`src/rtl/fifo_burst_pkg.sv`:
```
// Shared definitions for the FIFO burst drain block.
//   - burst_state_e : two-state framing FSM encoding (IDLE, ACTIVE)
//   - cnt_width()   : counter width helper that never returns zero
//   - DEF_*         : default parameter values and the counter widths they imply
package fifo_burst_pkg;

    typedef enum logic {
        IDLE   = 1'b0,
        ACTIVE = 1'b1
    } burst_state_e;

    // $clog2(1) is 0, which would leave a counter with no bits.
    // A counter therefore always gets at least one bit.
    function automatic int cnt_width(input int n);
        if (n <= 1) begin
            return 1;
        end else begin
            return $clog2(n);
        end
    endfunction

    localparam int DEF_FIFO_WIDTH = 8;
    localparam int DEF_BURST_LEN  = 4;
    localparam int DEF_TIMEOUT    = 8;
    localparam int DEF_BEAT_W     = cnt_width(DEF_BURST_LEN);
    localparam int DEF_IDLE_W     = cnt_width(DEF_TIMEOUT + 1);

endpackage

```
`src/rtl/fifo_burst_drain.sv`:
```
// Drains a show-ahead synchronous FIFO and re-emits its words as framed bursts
// on a valid/ready stream.
//
// One word is always held in a pending slot. This lets the block decide
// whether that word is the last beat before it is emitted. A burst closes
// under any of these conditions:
//   - after BURST_LEN beats;
//   - after TIMEOUT consecutive FIFO-empty cycles with a word held;
//   - on flush.
//
// Ports:
//   fifo_clk, fifo_rst_n  clock, asynchronous active-low reset
//   fifo_empty            upstream FIFO empty
//   fifo_rdata            upstream head word (valid while fifo_empty=0)
//   fifo_ren              pop request (combinational)
//   flush                 close the current burst at the next opportunity
//   m_valid/m_ready       output handshake (m_valid registered)
//   m_data                output beat data (registered)
//   m_sop, m_eop          first / last beat of a burst (registered)
module fifo_burst_drain
    import fifo_burst_pkg::*;
#(
    parameter int FIFO_WIDTH = DEF_FIFO_WIDTH,
    parameter int BURST_LEN  = DEF_BURST_LEN,
    parameter int TIMEOUT    = DEF_TIMEOUT
) (
    input  logic                  fifo_clk,
    input  logic                  fifo_rst_n,
    input  logic                  fifo_empty,
    input  logic [FIFO_WIDTH-1:0] fifo_rdata,
    output logic                  fifo_ren,
    input  logic                  flush,
    output logic                  m_valid,
    input  logic                  m_ready,
    output logic [FIFO_WIDTH-1:0] m_data,
    output logic                  m_sop,
    output logic                  m_eop
);

    localparam int BEAT_W = cnt_width(BURST_LEN);
    localparam int IDLE_W = cnt_width(TIMEOUT + 1);
    localparam logic [BEAT_W-1:0] BEAT_LAST = BEAT_W'(BURST_LEN - 1);
    localparam logic [IDLE_W-1:0] IDLE_MAX  = IDLE_W'(TIMEOUT);

    burst_state_e          state_r;
    burst_state_e          state_nxt_s;
    logic                  pend_vld_r;
    logic [FIFO_WIDTH-1:0] pend_data_r;
    logic [BEAT_W-1:0]     beat_cnt_r;
    logic [IDLE_W-1:0]     idle_cnt_r;

    logic                  out_free_s;
    logic                  timed_out_s;
    logic                  last_s;
    logic                  move_s;
    logic                  pop_s;

    // Control terms.
    // A non-final move needs a successor word already in the FIFO, so that
    // eop can never be left pending on a beat that has already been emitted.
    // The timeout term also needs the FIFO to be empty. A word arriving on
    // the timeout cycle therefore extends the burst instead of closing it.
    assign out_free_s  = !m_valid || m_ready;
    assign timed_out_s = (idle_cnt_r == IDLE_MAX) && fifo_empty;
    assign last_s      = (beat_cnt_r == BEAT_LAST) || flush || timed_out_s;
    assign move_s      = pend_vld_r && out_free_s && (last_s || !fifo_empty);

    // Pop only when the FIFO has data, so the FIFO never reads through a
    // simultaneous write. Popping is also suppressed while reset is
    // asserted, so that no word is lost during reset.
    assign pop_s    = fifo_rst_n && !fifo_empty && (!pend_vld_r || move_s);
    assign fifo_ren = pop_s;

    // FSM state register
    always_ff @(posedge fifo_clk or negedge fifo_rst_n) begin
        if (!fifo_rst_n) begin
            state_r <= IDLE;
        end else begin
            state_r <= state_nxt_s;
        end
    end

    // FSM next state: leave ACTIVE only when the held word closes the burst
    // and no new word replaces it in the same cycle.
    always_comb begin
        state_nxt_s = state_r;
        case (state_r)
            IDLE: begin
                if (pop_s) begin
                    state_nxt_s = ACTIVE;
                end else begin
                    state_nxt_s = IDLE;
                end
            end
            ACTIVE: begin
                if (move_s && last_s && !pop_s) begin
                    state_nxt_s = IDLE;
                end else begin
                    state_nxt_s = ACTIVE;
                end
            end
            default: begin
                state_nxt_s = IDLE;
            end
        endcase
    end

    // Pending slot: load on pop, empty when its word moves out without a refill
    always_ff @(posedge fifo_clk or negedge fifo_rst_n) begin
        if (!fifo_rst_n) begin
            pend_vld_r  <= 1'b0;
            pend_data_r <= {FIFO_WIDTH{1'b0}};
        end else if (pop_s) begin
            pend_vld_r  <= 1'b1;
            pend_data_r <= fifo_rdata;
        end else if (move_s) begin
            pend_vld_r  <= 1'b0;
        end
    end

    // Output register: held under backpressure, cleared once the beat is taken
    always_ff @(posedge fifo_clk or negedge fifo_rst_n) begin
        if (!fifo_rst_n) begin
            m_valid <= 1'b0;
            m_data  <= {FIFO_WIDTH{1'b0}};
            m_sop   <= 1'b0;
            m_eop   <= 1'b0;
        end else if (move_s) begin
            m_valid <= 1'b1;
            m_data  <= pend_data_r;
            m_sop   <= (beat_cnt_r == {BEAT_W{1'b0}});
            m_eop   <= last_s;
        end else if (out_free_s) begin
            m_valid <= 1'b0;
        end
    end

    // Beat counter: position of the next beat within the current burst
    always_ff @(posedge fifo_clk or negedge fifo_rst_n) begin
        if (!fifo_rst_n) begin
            beat_cnt_r <= {BEAT_W{1'b0}};
        end else if (move_s) begin
            if (last_s) begin
                beat_cnt_r <= {BEAT_W{1'b0}};
            end else begin
                beat_cnt_r <= beat_cnt_r + BEAT_W'(1);
            end
        end
    end

    // Idle counter: counts FIFO-empty cycles while a word is held.
    // It saturates at TIMEOUT and keeps counting even while the output is
    // stalled.
    always_ff @(posedge fifo_clk or negedge fifo_rst_n) begin
        if (!fifo_rst_n) begin
            idle_cnt_r <= {IDLE_W{1'b0}};
        end else if (pop_s || move_s) begin
            idle_cnt_r <= {IDLE_W{1'b0}};
        end else if (pend_vld_r && fifo_empty && (idle_cnt_r != IDLE_MAX)) begin
            idle_cnt_r <= idle_cnt_r + IDLE_W'(1);
        end
    end

endmodule

```
`config.mk`:
```
export PLATFORM = sky130hd
export DESIGN_NAME = fifo_burst_drain
export DESIGN_NICKNAME = d
export VERILOG_FILES = /design/src/rtl/fifo_burst_pkg.sv /design/src/rtl/fifo_burst_drain.sv
export SDC_FILE = /design/constraint.sdc
export NUM_CORES = 1
export LEC_CHECK = 0
export ABC_AREA = 1
export BUFFER_PORTS_ARGS = -buffer_cell sky130_fd_sc_hd__clkbuf_2
export CAP_MARGIN = 20
export CORE_MARGIN = 2
export CORE_UTILIZATION = 36
export CTS_CLUSTER_SIZE = 30
export DETAILED_ROUTE_END_ITERATION = 12
export SYNTH_ARGS = -nofsm -noshare
export SYNTH_HDL_FRONTEND = slang
export SYNTH_SLANG_ARGS = --single-unit
```
`constraint.sdc`:
```
create_clock -name fifo_clk -period 1.5 [get_ports fifo_clk]
set_clock_uncertainty 0.15 [all_clocks]
set_input_delay 0.075 -clock fifo_clk [delete_from_list [all_inputs] [get_ports fifo_clk]]
set_output_delay 0.075 -clock fifo_clk [all_outputs]
set_load 0.01 [all_outputs]
```
### After elaboration in Yosys (flattened, before gate mapping)

Index checks and enable logic that the tools add are counted.

* flip-flop bits (word level): 26
* input port bits: 13
* output and inout bits: 12

* $add $sub $neg: 2
* reduce and logical (&&, ||, !) cells: 20
* eq/ne operators: 3
* multiplexer cells: 7

Operator list (count)
* $mux 4: 2
* $logic_and 1x1->1: 7
* $logic_or 1x1->1: 6
* $reduce_bool 2->1: 3
* $add 4x1->4 const B: 1
* $eq 4x4->1 const B: 1
* $mux 1: 4
* $ne 4x4->1 const B: 1
* $logic_not 1->1: 3
* $add 2x1->2 const B: 1
* $eq 2x2->1 const B: 1
* $logic_not 2->1: 1
* $mux 2: 1

### Logic depth before layout (Yosys ltp)

* depth after elaboration: 9
* depth in mapped cells: 8
* mapped depth without buffers: 8

### Worst setup path before layout

No wires, ideal clock.

* path kind: register to register
* start: register idle_cnt_r[0]
* end: register m_data[0]
* data arrival time: 1139 ps
* library setup time: 116 ps
* slack: 95 ps
* data required time: 1234 ps
* cell stages (with the launch flop): 9
* cell sequence: dfrtp_1 inv_1 ha_1 nand3_2 nand3_1 nand2_2 buf_6 nand2_1 nand2_1

* word-level cells in the longest chain between the ends: 5

Ends and longest elaborated chain
* from (decl): RTL line fifo_burst_drain.sv:50 `logic [IDLE_W-1:0] idle_cnt_r;`
* from (signal assigned): RTL line fifo_burst_drain.sv:156 `idle_cnt_r <= {IDLE_W{1'b0}};`
* from (signal assigned): RTL line fifo_burst_drain.sv:158 `idle_cnt_r <= {IDLE_W{1'b0}};`
* from (signal assigned): RTL line fifo_burst_drain.sv:160 `idle_cnt_r <= idle_cnt_r + IDLE_W'(1);`
* $eq 4x4->1: RTL line fifo_burst_drain.sv:64 `assign timed_out_s = (idle_cnt_r == IDLE_MAX) && fifo_empty;`
* $logic_and 1x1->1: RTL line fifo_burst_drain.sv:64
* $logic_or 1x1->1: RTL line fifo_burst_drain.sv:65 `assign last_s = (beat_cnt_r == BEAT_LAST) || flush || timed_out_s;`
* $logic_or 1x1->1: RTL line fifo_burst_drain.sv:66 `assign move_s = pend_vld_r && out_free_s && (last_s || !fifo_empty);`
* $logic_and 1x1->1: RTL line fifo_burst_drain.sv:66
* to (signal assigned): RTL line fifo_burst_drain.sv:125 `m_data <= {FIFO_WIDTH{1'b0}};`
* to (signal assigned): RTL line fifo_burst_drain.sv:130 `m_data <= pend_data_r;`
* to (decl): RTL line fifo_burst_drain.sv:35 `output logic [FIFO_WIDTH-1:0] m_data,`

No other way between the ends.
A chain may end at the register's enable or synchronous reset.

### Worst setup path in the final report

* start: input fifo_empty
* end: output fifo_ren

* word-level cells in the longest chain between the ends: 6
* elaborated cells on any way between the ends: 8
* classes of those cells: reduce/logical: 8

Ends and longest elaborated chain
* from (decl): RTL line fifo_burst_drain.sv:29 `input logic fifo_empty,`
* $logic_and 1x1->1: RTL line fifo_burst_drain.sv:64
* $logic_or 1x1->1: RTL line fifo_burst_drain.sv:65
* $logic_or 1x1->1: RTL line fifo_burst_drain.sv:66
* $logic_and 1x1->1: RTL line fifo_burst_drain.sv:66
* $logic_or 1x1->1: RTL line fifo_burst_drain.sv:71 `assign pop_s = fifo_rst_n && !fifo_empty && (!pend_vld_r || move_s);`
* $logic_and 1x1->1 *: RTL line fifo_burst_drain.sv:71
* to (decl): RTL line fifo_burst_drain.sv:31 `output logic fifo_ren,`

Mark *: on every way between the ends. The rest lies on a longest branch, timed or not.

==> impl_results.md <==
- Filler Cells Inserted: 308
- Core area: 0.00310 mm²
- GPL Wtd Cong: 0.689
- Fin crit period: 1.49 ns
- Post-Synthesis Cells: about 140
- CP top delay family: buffers and inverters
- # clock sinks: 26
- Number of synthesized flops with an enable pin: 0
- Drt drc: 0
- Critical path's largest stage delay: around 0.54 ns
- Run status: complete, no violations
- CP Buf/Inv Count: 6
- Final hold violation count: 0
- Leak Pwr: 0.939 nW
- Worst r2r dst: m_data[5]
- Area Overhead vs Synth: 42.7%
- WS Path Type: input pin to primary output
- Critical R2R Launch: beat_cnt_r[0]
- Ys flop type: dfrtp_1
- Power Total: 2.64 mW
- Avg WL per Cell: 10.6 µm
- Yosys Warn Count: 0
- Peak supply drop: slightly below 1000 µV
- Synth top area cells: dfrtp_1, nand2_1, inv_1
- 1st-pass router iterations: 4
- Syn_nets: 158
- Crit share post-route: 99.6%
- Leading area contributor after synthesis: dfrtp_1
- Netlist cell types: 16
- Worst slew margin: between 70% and 80%
- Hold Path Sink: pend_data_r[0]
- Dpl cells: 217
- Nets@finish: around 210
- Fmax: 670 MHz
- RSZ-0062 raised after global routing: true
- Synth async-reset ratio: 100%
- Clk buf depth: 2
- Seq/Total Area, Yosys: 54.4%
- Clock root cell: clkbuf_4
- CP Launch Type: input pin
- Hold Crit Depth: 7
- FF+latch count, synth: 26
- Count leader, synth: nand2_1
- Layout cells sized above 1: 31.3%
- Critical Path End Type: primary output
- Avg Inst Size Synth: 8.48 µm²
- Critical Path Fanout Max: 4
- Htree depth: 1
- Pwr Density: 1550 mW/mm²
- Worst R2R Setup Slack: roughly 0.020 ns
- Gr ovfl total: 0
- Ports: 25
- CP cell instances: dlygate4sd3_1 > clkbuf_2 > inv_1 > o211ai_4 > buf_12 > inv_4 > buf_6
- Via-per-instance ratio: between 4 and 5
- I/O Buffers: 24
- Die footprint: between 0.003 and 0.004 mm²
- Ant diodes: 0
- Clock-pin transition on the worst setup and hold timing paths: 0.13 ns
- Die Wd: 61.6 µm
- Initial antenna violation count: 0
- DRT antenna net count: 0
- Vias: 1066
- Mapped cell area: 0.00120 mm²
- Yosys top cell area share: 54.4%
- First-pass GRT wire length: 4130 µm
- Critical-path top delay cell: dlygate4sd3_1
- Rows: 20
- Die Y: 61.6 µm
- HPWL after DPL: between 1500 and 2000 µm
- Initial Utilization: 38.5%
- Post-synth top cells: nand2_1, dfrtp_1, inv_1, o21ai_0, nor2_1
- Hold Crit Start: m_ready
- Largest net degree at the start of global routing: 27
- CTS buffer count: 3
- Max Cap Viol: 0
- Slew Limit Fails: 0
- Worst Path Required: 1.27 ns
- R2R depth: 7
- Filler-free cell count of the finished design: 239
- Total wire length: 2530 µm
- Crit path arrival time: 1.27 ns
- Worst Max-Slew Pin Slew: around 0.33 ns
- Final setup violation count: 0
- Worst skew pair latency: 0.31 ns
- Initial DRC Count: 20
- Total GRT Usage: between 15 and 20%
- CTS tree: yes
- Number of global-route vias before repair: 950
- Class of the worst hold path: input pin to flip-flop
[state kept, by name (all words and copies together), names as in the netlist]
name / cells
m_eop: 1
idle_cnt_r: 4
pend_vld_r: 1
beat_cnt_r: 2
m_data: 8
pend_data_r: 8
m_valid: 1
m_sop: 1
[where the power goes]
group | internal, mW | total (mW) | switching [mW]
Sequential | 0.949 | 1.09 | 0.140
Clock | 0.148 | 0.347 | 0.198
Combinational | 0.553 | 1.21 | 0.653
Total | 1.65 | 2.64 | 0.991
[worst max-delay path by stage]
| stage | cells after the start | from | end |
|---|---|---|---|
| 2_1_floorplan | 8 | idle_cnt_r[0] | m_data[0] |
| 3_3_place_gp | 7 | idle_cnt_r[0] | idle_cnt_r[0] |
| 3_5_place_dp | 7 | idle_cnt_r[0] | idle_cnt_r[0] |
| 4_1_cts | 5 | m_valid | fifo_ren |
| 5_1_grt | 5 | m_valid | fifo_ren |
| 6_report | 7 | fifo_empty | fifo_ren |
[placed cells by master, fill, tap and decap left out, drive strengths merged]
cell type | netlist | routed
clkinv | 0 | 2
nor2 | 9 | 9
dlymetal6s4s | 0 | 1
nand3 | 5 | 5
dfrtp | 26 | 26
o211ai | 1 | 1
nand2 | 55 | 55
dlygate4sd3 | 0 | 11
buf | 2 | 16
ha | 4 | 4
clkbuf | 0 | 27
o21ai | 12 | 12
xor2 | 1 | 1
nand4 | 2 | 2
inv | 24 | 23
[cell type report]
type	count	area (µm²)	area share (%)
sequential	26	651	38.1
multi-input combinational	89	480	28.2
timing repair buffer	51	382	22.4
inverter	24	97.6	5.72
tap	44	55.1	3.23
clock buffer	4	36.3	2.13
timing repair inverter	1	5.00	0.293
[logic make-up (layout without fill, tap and decap cells)]
| logic type | count (synthesis) | count (layout) | share of synthesized area [%] |
|---|---|---|---|
| buffers and inverters | 26 | 80 | 9.41 |
| AOI/OAI and AO/OA | 13 | 13 | 6.80 |
| xor gates and xnor gates | 1 | 1 | 0.732 |
| and+or+nand+nor | 71 | 71 | 24.5 |
| DFF | 26 | 26 | 54.4 |
| adders and majority gates | 4 | 4 | 4.18 |
[per-stage QoR]
stage	hold slack (ns)	util [%]	setup TNS, ns	instance area, µm²	worst slack (ns)
floorplan	-0.371	-	0	1200	0.0948
global placement	0.00776	46.3	0	1440	0.0622
detailed placement	0.0198	46.3	0	1440	0.0227
CTS	0.194	52.3	-0.0333	1620	-0.0333
global route	0.184	55.0	-0.219	1710	-0.0717
finish	0.167	55.0	0	1710	0.00657
[metal layers]
| metal | global-route usage (%) | part of all wire (%) | vias to the layer above |
|---|---|---|---|
| li1 | - | - | 533 |
| met1 | 19.1 | 44 | 505 |
| met2 | 25.4 | 51 | 24 |
| met3 | 2.31 | 3.2 | 4 |
| met4 | 6.38 | 1.4 | 0 |
| met5 | 0 | 0 | - |
[worst min-delay path, cell delays in order]
cell      delay [ns]
clkbuf_2        0.07
inv_1           0.05
nand2_4         0.07
o211ai_4        0.09
buf_4           0.14
nand2_1         0.04
o21ai_0         0.06
[timing repair]
action / in CTS / in global routing
gates cloned: 0 / 1
gates resized for setup: 1 / 22
hold buffers: 12 / 0
endpoints found under the hold margin: 36 / 0
setup buffers: 4 / 1
pin swaps: 3 / 6
endpoints found under the setup margin: 2 / 16
Note: power is estimated with default switching activity, not from simulation.
